--- config.mk ---
export PLATFORM = sky130hd
export DESIGN_NAME = time_set_sequencer
export DESIGN_NICKNAME = d
export VERILOG_FILES = /design/src/rtl/time_set_sequencer.sv
export SDC_FILE = /design/constraint.sdc
export NUM_CORES = 1
export LEC_CHECK = 0
export BUFFER_PORTS_ARGS = -buffer_cell sky130_fd_sc_hd__clkbuf_2
export CAP_MARGIN = 10
export CORE_UTILIZATION = 58
export CTS_BUF_LIST = sky130_fd_sc_hd__clkbuf_16
export DETAILED_ROUTE_END_ITERATION = 8
export PLACE_DENSITY = 0.85
export SETUP_SLACK_MARGIN = 0.2
export SLEW_MARGIN = 20
export SYNTH_ARGS = -nofsm -noshare
export SYNTH_HDL_FRONTEND = slang
export SYNTH_SLANG_ARGS = --single-unit
--- constraint.sdc ---
create_clock -name clk_i -period 3.36 [get_ports clk_i]
set_input_delay 0.336 -clock clk_i [delete_from_list [all_inputs] [get_ports clk_i]]
set_output_delay 0.336 -clock clk_i [all_outputs]
set_load 0.01 [all_outputs]
--- src/rtl/time_set_sequencer.sv ---
// ----------------------------------------------------------------------------
// time_set_sequencer
//   Keypad-driven editor for the clock's time and date registers. SET freezes
//   the counters and walks hour, minute, second, day, month and year. Each
//   field takes two BCD digits. The value is range-checked, then written to
//   the counter datapath with a one-cycle load strobe.
//
// Ports
//   clk_i        system clock, rising edge
//   rst_i        asynchronous reset, active high
//   key_valid_i  1-cycle strobe qualifying key_code_i
//   key_code_i   0-9 digit, 10 SET, 11 ENTER (skip), 12 CANCEL, 13-15 ignored
//   clk_hold_o   freezes the time/date counters while editing
//   field_sel_o  field being edited (0 hr, 1 min, 2 sec, 3 day, 4 mon, 5 yr)
//   digit_buf_o  BCD entry in progress {tens, ones}
//   ld_strobe_o  1-cycle write enable toward the counter datapath
//   ld_field_o   target field of the last load (held between strobes)
//   ld_value_o   BCD value of the last load (held between strobes)
//   err_o        1-cycle pulse: entered value out of range
//   tmo_o        1-cycle pulse: edit abandoned after TIMEOUT_CYC idle cycles
// ----------------------------------------------------------------------------
module time_set_sequencer #(
    parameter int unsigned TIMEOUT_CYC = 1000
) (
    input  logic       clk_i,
    input  logic       rst_i,
    input  logic       key_valid_i,
    input  logic [3:0] key_code_i,
    output logic       clk_hold_o,
    output logic [2:0] field_sel_o,
    output logic [7:0] digit_buf_o,
    output logic       ld_strobe_o,
    output logic [2:0] ld_field_o,
    output logic [7:0] ld_value_o,
    output logic       err_o,
    output logic       tmo_o
);

    localparam int unsigned TW = $clog2(TIMEOUT_CYC);

    localparam logic [3:0] KEY_SET    = 4'd10;
    localparam logic [3:0] KEY_ENTER  = 4'd11;
    localparam logic [3:0] KEY_CANCEL = 4'd12;

    typedef enum logic [2:0] {
        S_IDLE,
        S_TENS,
        S_ONES,
        S_CHECK,
        S_LOAD
    } state_t;

    state_t          state_q, state_d;
    logic [2:0]      field_q, field_d;
    logic [7:0]      digit_q, digit_d;
    logic [TW-1:0]   timer_q, timer_d;
    logic            hold_q, hold_d;
    logic            ld_strobe_q, ld_strobe_d;
    logic [2:0]      ld_field_q, ld_field_d;
    logic [7:0]      ld_value_q, ld_value_d;
    logic            err_q, err_d;
    logic            tmo_q, tmo_d;

    logic            is_digit;
    logic [6:0]      value;
    logic            in_range;
    logic            do_skip;
    logic            do_idle;

    assign is_digit = (key_code_i <= 4'd9);

    // Digits are always 0-9, so the binary conversion never exceeds 99.
    assign value = 7'(digit_q[7:4]) * 7'd10 + 7'(digit_q[3:0]);

    always_comb begin
        in_range = 1'b1;
        case (field_q)
            3'd0:       in_range = (value <= 7'd23);
            3'd1, 3'd2: in_range = (value <= 7'd59);
            3'd3:       in_range = (value >= 7'd1) && (value <= 7'd31);
            3'd4:       in_range = (value >= 7'd1) && (value <= 7'd12);
            default:    in_range = 1'b1;
        endcase
    end

    always_comb begin
        state_d     = state_q;
        field_d     = field_q;
        digit_d     = digit_q;
        timer_d     = timer_q;
        ld_strobe_d = 1'b0;
        ld_field_d  = ld_field_q;
        ld_value_d  = ld_value_q;
        err_d       = 1'b0;
        tmo_d       = 1'b0;
        do_skip     = 1'b0;
        do_idle     = 1'b0;

        case (state_q)
            S_IDLE: begin
                if (key_valid_i && key_code_i == KEY_SET) begin
                    state_d = S_TENS;
                    field_d = '0;
                    digit_d = '0;
                    timer_d = '0;
                end
            end
            S_TENS, S_ONES: begin
                // An accepted key beats a timeout expiring on the same edge;
                // ignored keys (SET, 13-15) let the timer keep running.
                if (key_valid_i && is_digit) begin
                    timer_d = '0;
                    if (state_q == S_TENS) begin
                        digit_d[7:4] = key_code_i;
                        state_d      = S_ONES;
                    end else begin
                        digit_d[3:0] = key_code_i;
                        state_d      = S_CHECK;
                    end
                end else if (key_valid_i && key_code_i == KEY_ENTER) begin
                    do_skip = 1'b1;
                end else if (key_valid_i && key_code_i == KEY_CANCEL) begin
                    do_idle = 1'b1;
                end else if (timer_q == TW'(TIMEOUT_CYC - 1)) begin
                    do_idle = 1'b1;
                    tmo_d   = 1'b1;
                end else begin
                    timer_d = timer_q + TW'(1);
                end
            end
            S_CHECK: begin
                if (in_range) begin
                    state_d = S_LOAD;
                end else begin
                    err_d   = 1'b1;
                    digit_d = '0;
                    timer_d = '0;
                    state_d = S_TENS;
                end
            end
            S_LOAD: begin
                ld_strobe_d = 1'b1;
                ld_field_d  = field_q;
                ld_value_d  = digit_q;
                do_skip     = 1'b1;
            end
            default: begin
                do_idle = 1'b1;
            end
        endcase

        if (do_skip) begin
            if (field_q < 3'd5) begin
                field_d = field_q + 3'd1;
                digit_d = '0;
                timer_d = '0;
                state_d = S_TENS;
            end else begin
                do_idle = 1'b1;
            end
        end

        if (do_idle) begin
            state_d = S_IDLE;
            field_d = '0;
            digit_d = '0;
            timer_d = '0;
        end

        hold_d = (state_d != S_IDLE);
    end

    always_ff @(posedge clk_i or posedge rst_i) begin
        if (rst_i) begin
            state_q     <= S_IDLE;
            field_q     <= '0;
            digit_q     <= '0;
            timer_q     <= '0;
            hold_q      <= 1'b0;
            ld_strobe_q <= 1'b0;
            ld_field_q  <= '0;
            ld_value_q  <= '0;
            err_q       <= 1'b0;
            tmo_q       <= 1'b0;
        end else begin
            state_q     <= state_d;
            field_q     <= field_d;
            digit_q     <= digit_d;
            timer_q     <= timer_d;
            hold_q      <= hold_d;
            ld_strobe_q <= ld_strobe_d;
            ld_field_q  <= ld_field_d;
            ld_value_q  <= ld_value_d;
            err_q       <= err_d;
            tmo_q       <= tmo_d;
        end
    end

    assign clk_hold_o  = hold_q;
    assign field_sel_o = field_q;
    assign digit_buf_o = digit_q;
    assign ld_strobe_o = ld_strobe_q;
    assign ld_field_o  = ld_field_q;
    assign ld_value_o  = ld_value_q;
    assign err_o       = err_q;
    assign tmo_o       = tmo_q;

endmodule
==> results by group, run 1 <==
Logic synthesis
  • Compound-gate portion of the synthesized area: 0.287
  • Number of flops mapped to enable cells by yosys: 0
  • Avg Cell Area, Syn: 9.49 sq um
  • FF+latch count, synth: 39
  • Synth Flop Type: dfrtp_1
  • Mapped Nets: 306
  • Synth cell types: 68
  • Simple-gate share of the synthesized area: 0.157
  • Sequential share of the synthesized area: 0.361
  • Mux cell area share after synthesis: 0.0606
  • Post-synth ARST share: 1.00
  • Post-synthesis xor/xnor area fraction: 0.0194
  • Syn Std Cell Area: 2710 sq um
  • Adder-cell share of the synthesized area: 0.0703
  • Syn Inst Count: 285
  • Largest family of logic cells by synthesized area: compound AO/OA/AOI/OAI gates
  • Synth warnings: 0

Pwr
  • Clk pwr share: 0.150
  • Static leakage: 1.45 nW
  • Switching Fraction: 0.465
  • Comb pwr share: 0.576
  • Peak VDD IR: 0.551 mV
  • Switching power: 1.40 mW
  • Power per cell area: 962 nW/um^2
  • Sequential share of power: 0.274
  • Int Pwr: 1.61 mW
  • PnR Total Power: 3.01 mW

Setup path
  • Crit path kind: reg2reg
  • Worst setup EP type: flop
  • Worst path required time: 3530 ps
  • Reg2reg start: digit_buf_o[5]
  • Slowest stage delay, CP: 540 ps
  • Most common cell on crit path: ha_1
  • Critical Path AT: 3280 ps
  • R2R depth: 9
  • Worst-path maximum fanout: 6
  • Reg2reg setup slack: 250 ps
  • Startpoint types: flop
  • Critical-path top delay cell: or4_1
  • CP Cell Sequence: ha_1 -> ha_1 -> fa_2 -> xor2_2 -> or4_1 -> o311ai_1 -> o221ai_2 -> a31o_2 -> a211o_1
  • RR Endpoint: clk_hold_o

Placed design
  • # port buffers: 32
  • DP HPWL: 4610 microns
  • Place WS: 241 ps
  • RD Place Congestion: 0.951
  • Placed cell area: 2880 sq um
  • Placed Cells: 358

Flow run
  • Number of max-cap violations: 0

Final layout
  • Area delta synth->final: 15.5%
  • Antenna diodes: 0
  • Final Instance Area: 3120 sq um
  • Layout cells sized above 1: 0.273
  • Nets: 339
  • Core Util, Final: 0.708
  • Final cell count without fillers: 371
  • Fillers: 341

Outcome
  • Result of the run: complete, no violations

Clock network
  • CTS buffer count: 5
  • Longest Clk Path Bufs: 2
  • H-tree lvl count: 2
  • Clock root cell: clkbuf_16
  • Clk slew on worst S/H paths: 60 ps
  • CTS tree: built
  • Skew-Pair Late Insertion Delay: 280 ps
  • Clock sink count: 39

STA
  • Fmax: 0.321 GHz
  • Crit path time final: 3110 ps
  • Max-slew headroom: 0.524
  • Max Transition Viols Final: 0
  • Setup TNS: 0 ps
  • Final Skew: 3.44 ps
  • Worst Slack Setup Final: 249 ps
  • Final setup viols: 0
  • WHS: 137 ps
  • Slew @ Worst Pin: 707 ps
  • Fin. Hold Viols: 0
  • RSZ-0062 raised after global routing: false
  • Tcrit/Tclk final: 0.926

Global routing
  • GRT Total Usage: 0.276
  • First-pass GRT wire length: 10800 microns
  • Congestion Overflow GR: 0
  • Initial antenna violation count: 0
  • Number of global-route vias before repair: 2219
  • Pin count of the biggest net entering global routing: 40

Routing
  • Post-route ant nets: 0
  • Remaining routing DRC violations: 0
  • Via Count: 2531
  • Drt initial violations: 203
  • Routed WL per cell: 18.8 microns
  • Drt pass-1 iters: 5
  • Routed vias/inst: 6.82
  • Routed wire length: 6970 microns

Floorplanning
  • Initial core utilization: 0.613
  • I/O pins: 33
  • FP Rows: 24
  • Die width: 70.3 microns
  • Die height: 70.3 microns
  • Core box area: 4410 sq um
  • DIE AREA: 4940 sq um

Hold path
  • Min-delay worst type: in2async
==> cells in the mapped netlist, types with 3 or more instances <==
cell type / count / area share
nand4_1: 3 / 0.0069
nor2_1: 12 / 0.017
nor4_1: 5 / 0.012
o31ai_1: 4 / 0.011
dfrtp_1: 39 / 0.36
and3_1: 4 / 0.0092
a31oi_1: 7 / 0.016
o21ai_0: 18 / 0.033
and2_1: 4 / 0.0092
buf_2: 6 / 0.011
o211ai_1: 4 / 0.011
mux2i_1: 4 / 0.015
nor3b_1: 4 / 0.011
a311oi_1: 6 / 0.019
nand3_1: 7 / 0.013
nor3_1: 13 / 0.024
inv_1: 11 / 0.015
ha_1: 12 / 0.056
a21oi_1: 28 / 0.052
nand2_1: 11 / 0.015
xnor2_1: 4 / 0.013
clkbuf_1: 5 / 0.0069
o21a_1: 5 / 0.014
mux2_2: 11 / 0.046
==> how the worst max path moves through the flow <==
stage                               from             end  slack, ps
final                     digit_buf_o[5]      clk_hold_o        250
after detailed placement  digit_buf_o[5]      clk_hold_o        240
after global routing      digit_buf_o[5]      clk_hold_o        180
after CTS                 digit_buf_o[5]  digit_buf_o[2]        210
after floorplan           digit_buf_o[5]      timer_q[6]        350
after global placement    digit_buf_o[5]  digit_buf_o[6]        350
==> logic make-up (layout without fill, tap and decap cells) <==
group,count (synthesis),after routing
AOI/OAI and AO/OA,109,110
xor gates and xnor gates,6,6
adders and majority gates,14,14
buffers and inverters,26,59
DFF,39,39
muxes,15,15
and+or+nand+nor,76,76
==> worst max-delay path: cells and delay by family (launching register included) <==
| family | cells | cell delay, ps |
|---|---|---|
| xor gates and xnor gates | 1 | 190 |
| DFF | 1 | 420 |
| and+or+nand+nor | 1 | 540 |
| adders and majority gates | 3 | 860 |
| AOI/OAI and AO/OA | 4 | 990 |
==> registers in the layout, indices dropped and copies added (netlist names), 3 cells and up <==
register	count
state_q	3
timer_q	10
ld_value_o	8
field_sel_o	3
ld_field_o	3
digit_buf_o	8
==> metal layers <==
layer,share of wire,vias up,track usage
li1,-,1172,-
met2,0.47,158,0.410
met3,0.083,12,0.0563
met1,0.44,1189,0.396
met5,0,-,0
met4,0.012,0,0.104
==> area by class of cell <==
type                       count  area (sq um)  share of cell area
clock inverter                 3          15.0             0.00481
sequential                    39           978               0.313
clock buffer                   5           125              0.0400
multi-input combinational    221          1680               0.537
timing repair buffer          40           220              0.0705
tap                           52          65.1              0.0208
inverter                      11          41.3              0.0132
==> power groups by stage <==
| stage | Clock [mW] | Combinational (mW) | Sequential [mW] |
|---|---|---|---|
| floorplan | 0 | 1.19 | 0.795 |
| global placement | 0 | 1.47 | 0.822 |
| detailed placement | 0 | 1.50 | 0.828 |
| CTS | 0.456 | 1.51 | 0.823 |
| global route | 0.474 | 1.87 | 0.850 |
| finish | 0.451 | 1.73 | 0.824 |
==> layout by cell type (no fill, tap or decap), types with 5 or more instances in the layout <==
cell and instances:
dfrtp_1 37, clkbuf_2 32, a21oi_1 28, o21ai_0 18
nor3_1 13, nor2_1 12, ha_1 12, inv_1 11
mux2_2 11, nand2_1 11, buf_4 8, nand3_1 7
a31oi_1 7, nor4_1 5, o21a_1 5, clkbuf_16 5
==> timing repair <==
item | CTS | global route
setup buffers | 0 | 4
gates resized for setup | 0 | 12
hold buffers | 0 | 0
setup endpoints to repair | 0 | 19
No activity file was read; power rests on OpenSTA's default activity.
==> run 2, diff against run 1 <==
ABC_AREA = 1   (was not set)
==> run 2 against run 1 <==
Net effect:
- die area decreased by 1.7%
- global-route usage is 0.22 points lower
- sequential power shrank 8.4%
- register-to-register slack gained 150 ps
- via count grew 0.67%
- synthesized cell count rose by 31%
- setup slack better by 150 ps
- clock power is 3% lower
- power is 22% lower
- critical path type unchanged
- critical endpoint unchanged
==> results by group, run 2 <==
Logic synthesis
  • Area share of the largest cell type after synthesis: 0.367
  • List of most frequent post-synthesis cells: nand2_1 (100), inv_1 (54), dfrtp_1 (39), nand3_1 (31), nor2_1 (27)
  • Synth warnings: 0
  • Syn Inst Count: 372
  • Synth cell types: 34
  • Syn Std Cell Area: 2660 sq um
  • Number of flops mapped to enable cells by yosys: 0
  • Post-synth top area cell: dfrtp_1
  • Most frequent cell after synthesis: nand2_1
  • Avg Cell Area, Syn: 7.15 sq um
  • Post-synth ARST share: 1.00
  • FF+latch count, synth: 39
  • Synth Flop Type: dfrtp_1
  • Most area-consuming cells after synthesis: dfrtp_1 (37%), nand2_1 (14%), inv_1 (7.6%), nand3_1 (5.8%), ha_1 (5.6%)
  • Mapped Nets: 393
  • Sequential share of the synthesized area: 0.367

Setup path
  • Worst path required time: 3520 ps
  • Worst setup EP type: flop
  • Crit path kind: reg2reg
  • Startpoint types: flop
  • Setup crit start: digit_buf_o[5]
  • Worst-path maximum fanout: 8
  • Reg2reg start: digit_buf_o[5]
  • Critical Path AT: 3130 ps

Placed design
  • Placed Cells: 453
  • # port buffers: 32
  • RD Place Congestion: 0.902
  • DP HPWL: 4600 microns
  • Place WS: 516 ps

STA
  • Final Skew: 4.34 ps
  • Fmax: 0.337 GHz
  • Max Transition Viols Final: 0
  • Tcrit/Tclk final: 0.882
  • Crit path time final: 2960 ps
  • Slew @ Worst Pin: 523 ps
  • Max-slew headroom: 0.651
  • Worst Slack Setup Final: 397 ps
  • Final setup viols: 0
  • Fin. Hold Viols: 0
  • Setup TNS: 0 ps
  • RSZ-0062 raised after global routing: false

Floorplanning
  • Die height: 69.7 microns
  • I/O pins: 33
  • DIE AREA: 4860 sq um
  • Die width: 69.7 microns
  • Initial core utilization: 0.606
  • Core box area: 4380 sq um
  • FP Rows: 24

Final layout
  • Core Util, Final: 0.684
  • Area delta synth->final: 12.7%
  • Final cell count without fillers: 459
  • Number of flip-flops in the largest register: 10
  • Commonest non-fill, non-tap cells in the layout: nand2_1 (100), inv_1 (55), dfrtp_1 (39)
  • Most common cell after layout, fill and taps aside: nand2_1
  • Most flops, register: timer_q
  • Nets: 429
  • Antenna diodes: 0
  • Layout cells sized above 1: 0.147

Global routing
  • First-pass GRT wire length: 10700 microns
  • Pin count of the biggest net entering global routing: 40
  • GRT Total Usage: 0.274
  • Congestion Overflow GR: 0
  • Initial antenna violation count: 0
  • Number of global-route vias before repair: 2437

Pwr
  • Power per cell area: 780 nW/um^2
  • Static leakage: 1.58 nW
  • PnR Total Power: 2.34 mW
  • Peak VDD IR: 0.400 mV

Clock network
  • CTS buffer count: 5
  • CTS tree: built
  • # Post-CTS Setup Buffers: 0
  • Hold-fix buffers, CTS: 0
  • H-tree lvl count: 2
  • Number of gates resized after CTS: 0
  • Longest Clk Path Bufs: 2
  • Clk slew on worst S/H paths: 60 ps
  • Skew-Pair Late Insertion Delay: 280 ps
  • Clock root cell: clkbuf_16
  • Clock sink count: 39

Routing
  • Routed vias/inst: 5.55
  • Drt pass-1 iters: 4
  • Drt initial violations: 213
  • Routed wire length: 6230 microns
  • Remaining routing DRC violations: 0
  • Routed WL per cell: 13.6 microns
  • Post-route ant nets: 0
  • Via Count: 2548

Hold path
  • Min-delay worst type: in2async

Outcome
  • Result of the run: complete, no violations

Flow run
  • Number of max-cap violations: 0
## run 2: cells by family after synthesis
family | after synthesis | share of synthesized area
AO/OA/AOI/OAI | 69 | 0.151
XOR/XNOR | 5 | 0.0165
adder cells (fa/ha/maj) | 14 | 0.0715
buffers and inverters | 68 | 0.101
flip-flops | 39 | 0.367
AND/OR/NAND/NOR | 177 | 0.293
## run 2: worst max-delay path, cell delays in order (launching register included)
cell and delay, ps:
dfrtp_1 460, ha_1 330, ha_1 210, fa_1 480, nand2_1 120, inv_1 60, nand2_1 60, nand3_1 80
nand3_1 100, nor2_1 60, nor2_1 140, nand3_1 120, nand2_2 150, clkinv_1 250, nor2_1 160, nand2_1 60
## run 2: area by class of cell
cell class / instances / area, sq um
inverter: 64 / 245
clock buffer: 5 / 125
sequential: 39 / 976
timing repair buffer: 33 / 168
fill: 379 / 1390
clock inverter: 1 / 3.75
tap: 52 / 65.1
multi-input combinational: 265 / 1410
## run 2: where the power goes
part | internal, mW | switching (mW)
sequential | 0.609 | 0.146
clock | 0.264 | 0.172
combinational | 0.408 | 0.740
total | 1.28 | 1.06
## run 2: metrics by stage
step                area [sq um]  hold slack (ps)
floorplan                   2660              470
global placement            2870              452
detailed placement          2870              468
CTS                         3000              174
global route                3000              206
finish                      3000              156
## run 2: path summary, 6_finish.rpt
check	endpoint	slack [ps]	cells after the start
min in group clk_i	digit_buf_o[5]	400	3
max	clk_hold_o	400	15
max in group asynchronous	ld_value_o[6]	2860	3
min reg2reg	ld_value_o[0]	470	2
max reg2reg	clk_hold_o	400	15
min	ld_strobe_o	160	3
## run 2: layer usage
metal,track usage,up-vias,share of wire
met4,0.102,0,0.023
met2,0.456,87,0.48
met3,0.0552,15,0.046
met5,0,-,0
li1,-,1271,-
met1,0.353,1175,0.45
==> run 3, diff against run 2 <==
RECOVER_POWER = 25   (was not set)
==> run 3 against run 2 <==
Net effect:
- the flow now finishes with violations (max-capacitance violations, max-slew violations)
- flip-flop and latch count is the same
- non-clock buffer count stayed put
- register-to-register slack about the same
- critical path type unchanged
- critical endpoint unchanged
- largest cell class unchanged
- largest power group unchanged
==> results by group, run 3 (synthesis gave the netlist of run 2 again) <==
Routing
  • Routed wire length: 6220 microns
  • Drt pass-1 iters: 4
  • Routed WL per cell: 13.5 microns
  • Drt initial violations: 213
  • Routed vias/inst: 5.55
  • Via Count: 2549
  • Remaining routing DRC violations: 0
  • Post-route ant nets: 0

Final layout
  • Antenna diodes: 0
  • Area delta synth->final: 12.6%
  • Nets: 429
  • Core Util, Final: 0.683
  • Layout cells sized above 1: 0.145
  • Most common cell after layout, fill and taps aside: nand2_1
  • Most flops, register: timer_q
  • Number of flip-flops in the largest register: 10
  • Commonest non-fill, non-tap cells in the layout: nand2_1 (100), inv_1 (55), dfrtp_1 (39)

Placed design
  • # port buffers: 32
  • DP HPWL: 4600 microns
  • RD Place Congestion: 0.902
  • Place WS: 516 ps

Clock network
  • CTS tree: built
  • H-tree lvl count: 2
  • Clk slew on worst S/H paths: 60 ps
  • Clock sink count: 39
  • Number of gates resized after CTS: 0
  • Hold-fix buffers, CTS: 0
  • Clock root cell: clkbuf_16
  • Skew-Pair Late Insertion Delay: 280 ps
  • CTS buffer count: 5
  • Longest Clk Path Bufs: 2
  • # Post-CTS Setup Buffers: 0

STA
  • RSZ-0062 raised after global routing: false
  • Final setup viols: 0
  • Max Transition Viols Final: 40
  • Max-slew headroom: -0.423
  • Final Skew: 4.34 ps
  • Setup TNS: 0 ps
  • Fmax: 0.337 GHz
  • Worst Slack Setup Final: 397 ps
  • Crit path time final: 2960 ps
  • Slew @ Worst Pin: 2130 ps
  • WHS: 398 ps
  • Fin. Hold Viols: 0
  • Tcrit/Tclk final: 0.882

Flow run
  • Number of max-cap violations: 1

Floorplanning
  • Die width: 69.7 microns
  • Initial core utilization: 0.606
  • I/O pins: 33
  • Core box area: 4380 sq um
  • FP Rows: 24
  • Die height: 69.7 microns
  • DIE AREA: 4860 sq um

Global routing
  • Initial antenna violation count: 0
  • Pin count of the biggest net entering global routing: 40
  • First-pass GRT wire length: 10700 microns
  • Number of global-route vias before repair: 2437
  • GRT Total Usage: 0.274
  • Congestion Overflow GR: 0

Setup path
  • Worst setup EP type: flop
  • Worst-path maximum fanout: 8
  • Crit path kind: reg2reg
  • Critical Path AT: 3130 ps
  • Startpoint types: flop
  • Worst path required time: 3520 ps

Pwr
  • Peak VDD IR: 0.400 mV
  • Power per cell area: 781 nW/um^2
  • Static leakage: 1.58 nW

Outcome
  • Result of the run: complete, but fails checks
  • Failing checks: max-capacitance violations, max-slew violations

Hold path
  • Min-delay worst type: in2reg
-- run 3: cell count changes in the layout (fill, tap and decap cells not counted), sizes merged --
cell    previous run  this run
buf                1         0
clkbuf            37        38
-- run 3: final timing paths --
check	from	endpoint	slack [ps]	depth (start not counted)
max in group asynchronous	rst_i	ld_value_o[6]	1330	3
min	key_code_i[1]	digit_buf_o[5]	400	3
min reg2reg	ld_value_o[0]	ld_value_o[0]	470	2
max reg2reg	digit_buf_o[5]	clk_hold_o	400	15
max	digit_buf_o[5]	clk_hold_o	400	15
min in group asynchronous	rst_i	ld_strobe_o	810	3
-- run 3: area by class of cell --
class	count	area, sq um
Multi-Input combinational cell	265	1410
Fill cell	379	1390
Sequential cell	39	976
Inverter	64	245
Timing Repair Buffer	33	164
Clock buffer	5	125
Tap cell	52	65.1
Clock inverter	1	3.75
-- run 3: stage by stage --
step / instance area [sq um] / total power [mW] / cells
floorplan: 2660 / 1.57 / 372
detailed placement: 2870 / 1.88 / 453
finish: 2990 / 2.34 / 459
global placement: 2870 / 1.85 / 453
global route: 2990 / 2.54 / 459
CTS: 3000 / 2.34 / 459
-- run 3: per-layer routing --
metal  vias up  routed length, microns  global-route usage
met3        15                     286              0.0552
li1       1271                       -                   -
met1      1176                    2800               0.353
met2        87                    2990               0.456
met5         -                       0                   0
met4         0                     142               0.102
-- run 3: critical path, stage by stage, from the launching register on --
cell and delay [ps]:
dfrtp_1 460, ha_1 330, ha_1 210, fa_1 480
nand2_1 120, inv_1 60, nand2_1 60, nand3_1 80
nand3_1 100, nor2_1 60, nor2_1 140, nand3_1 120
nand2_2 150, clkinv_1 250, nor2_1 160, nand2_1 60
-- run 3: power breakdown --
group,total (mW),switching (mW),internal [mW]
Clock,0.436,0.172,0.264
Combinational,1.15,0.740,0.407
Sequential,0.755,0.146,0.609
Total,2.34,1.06,1.28
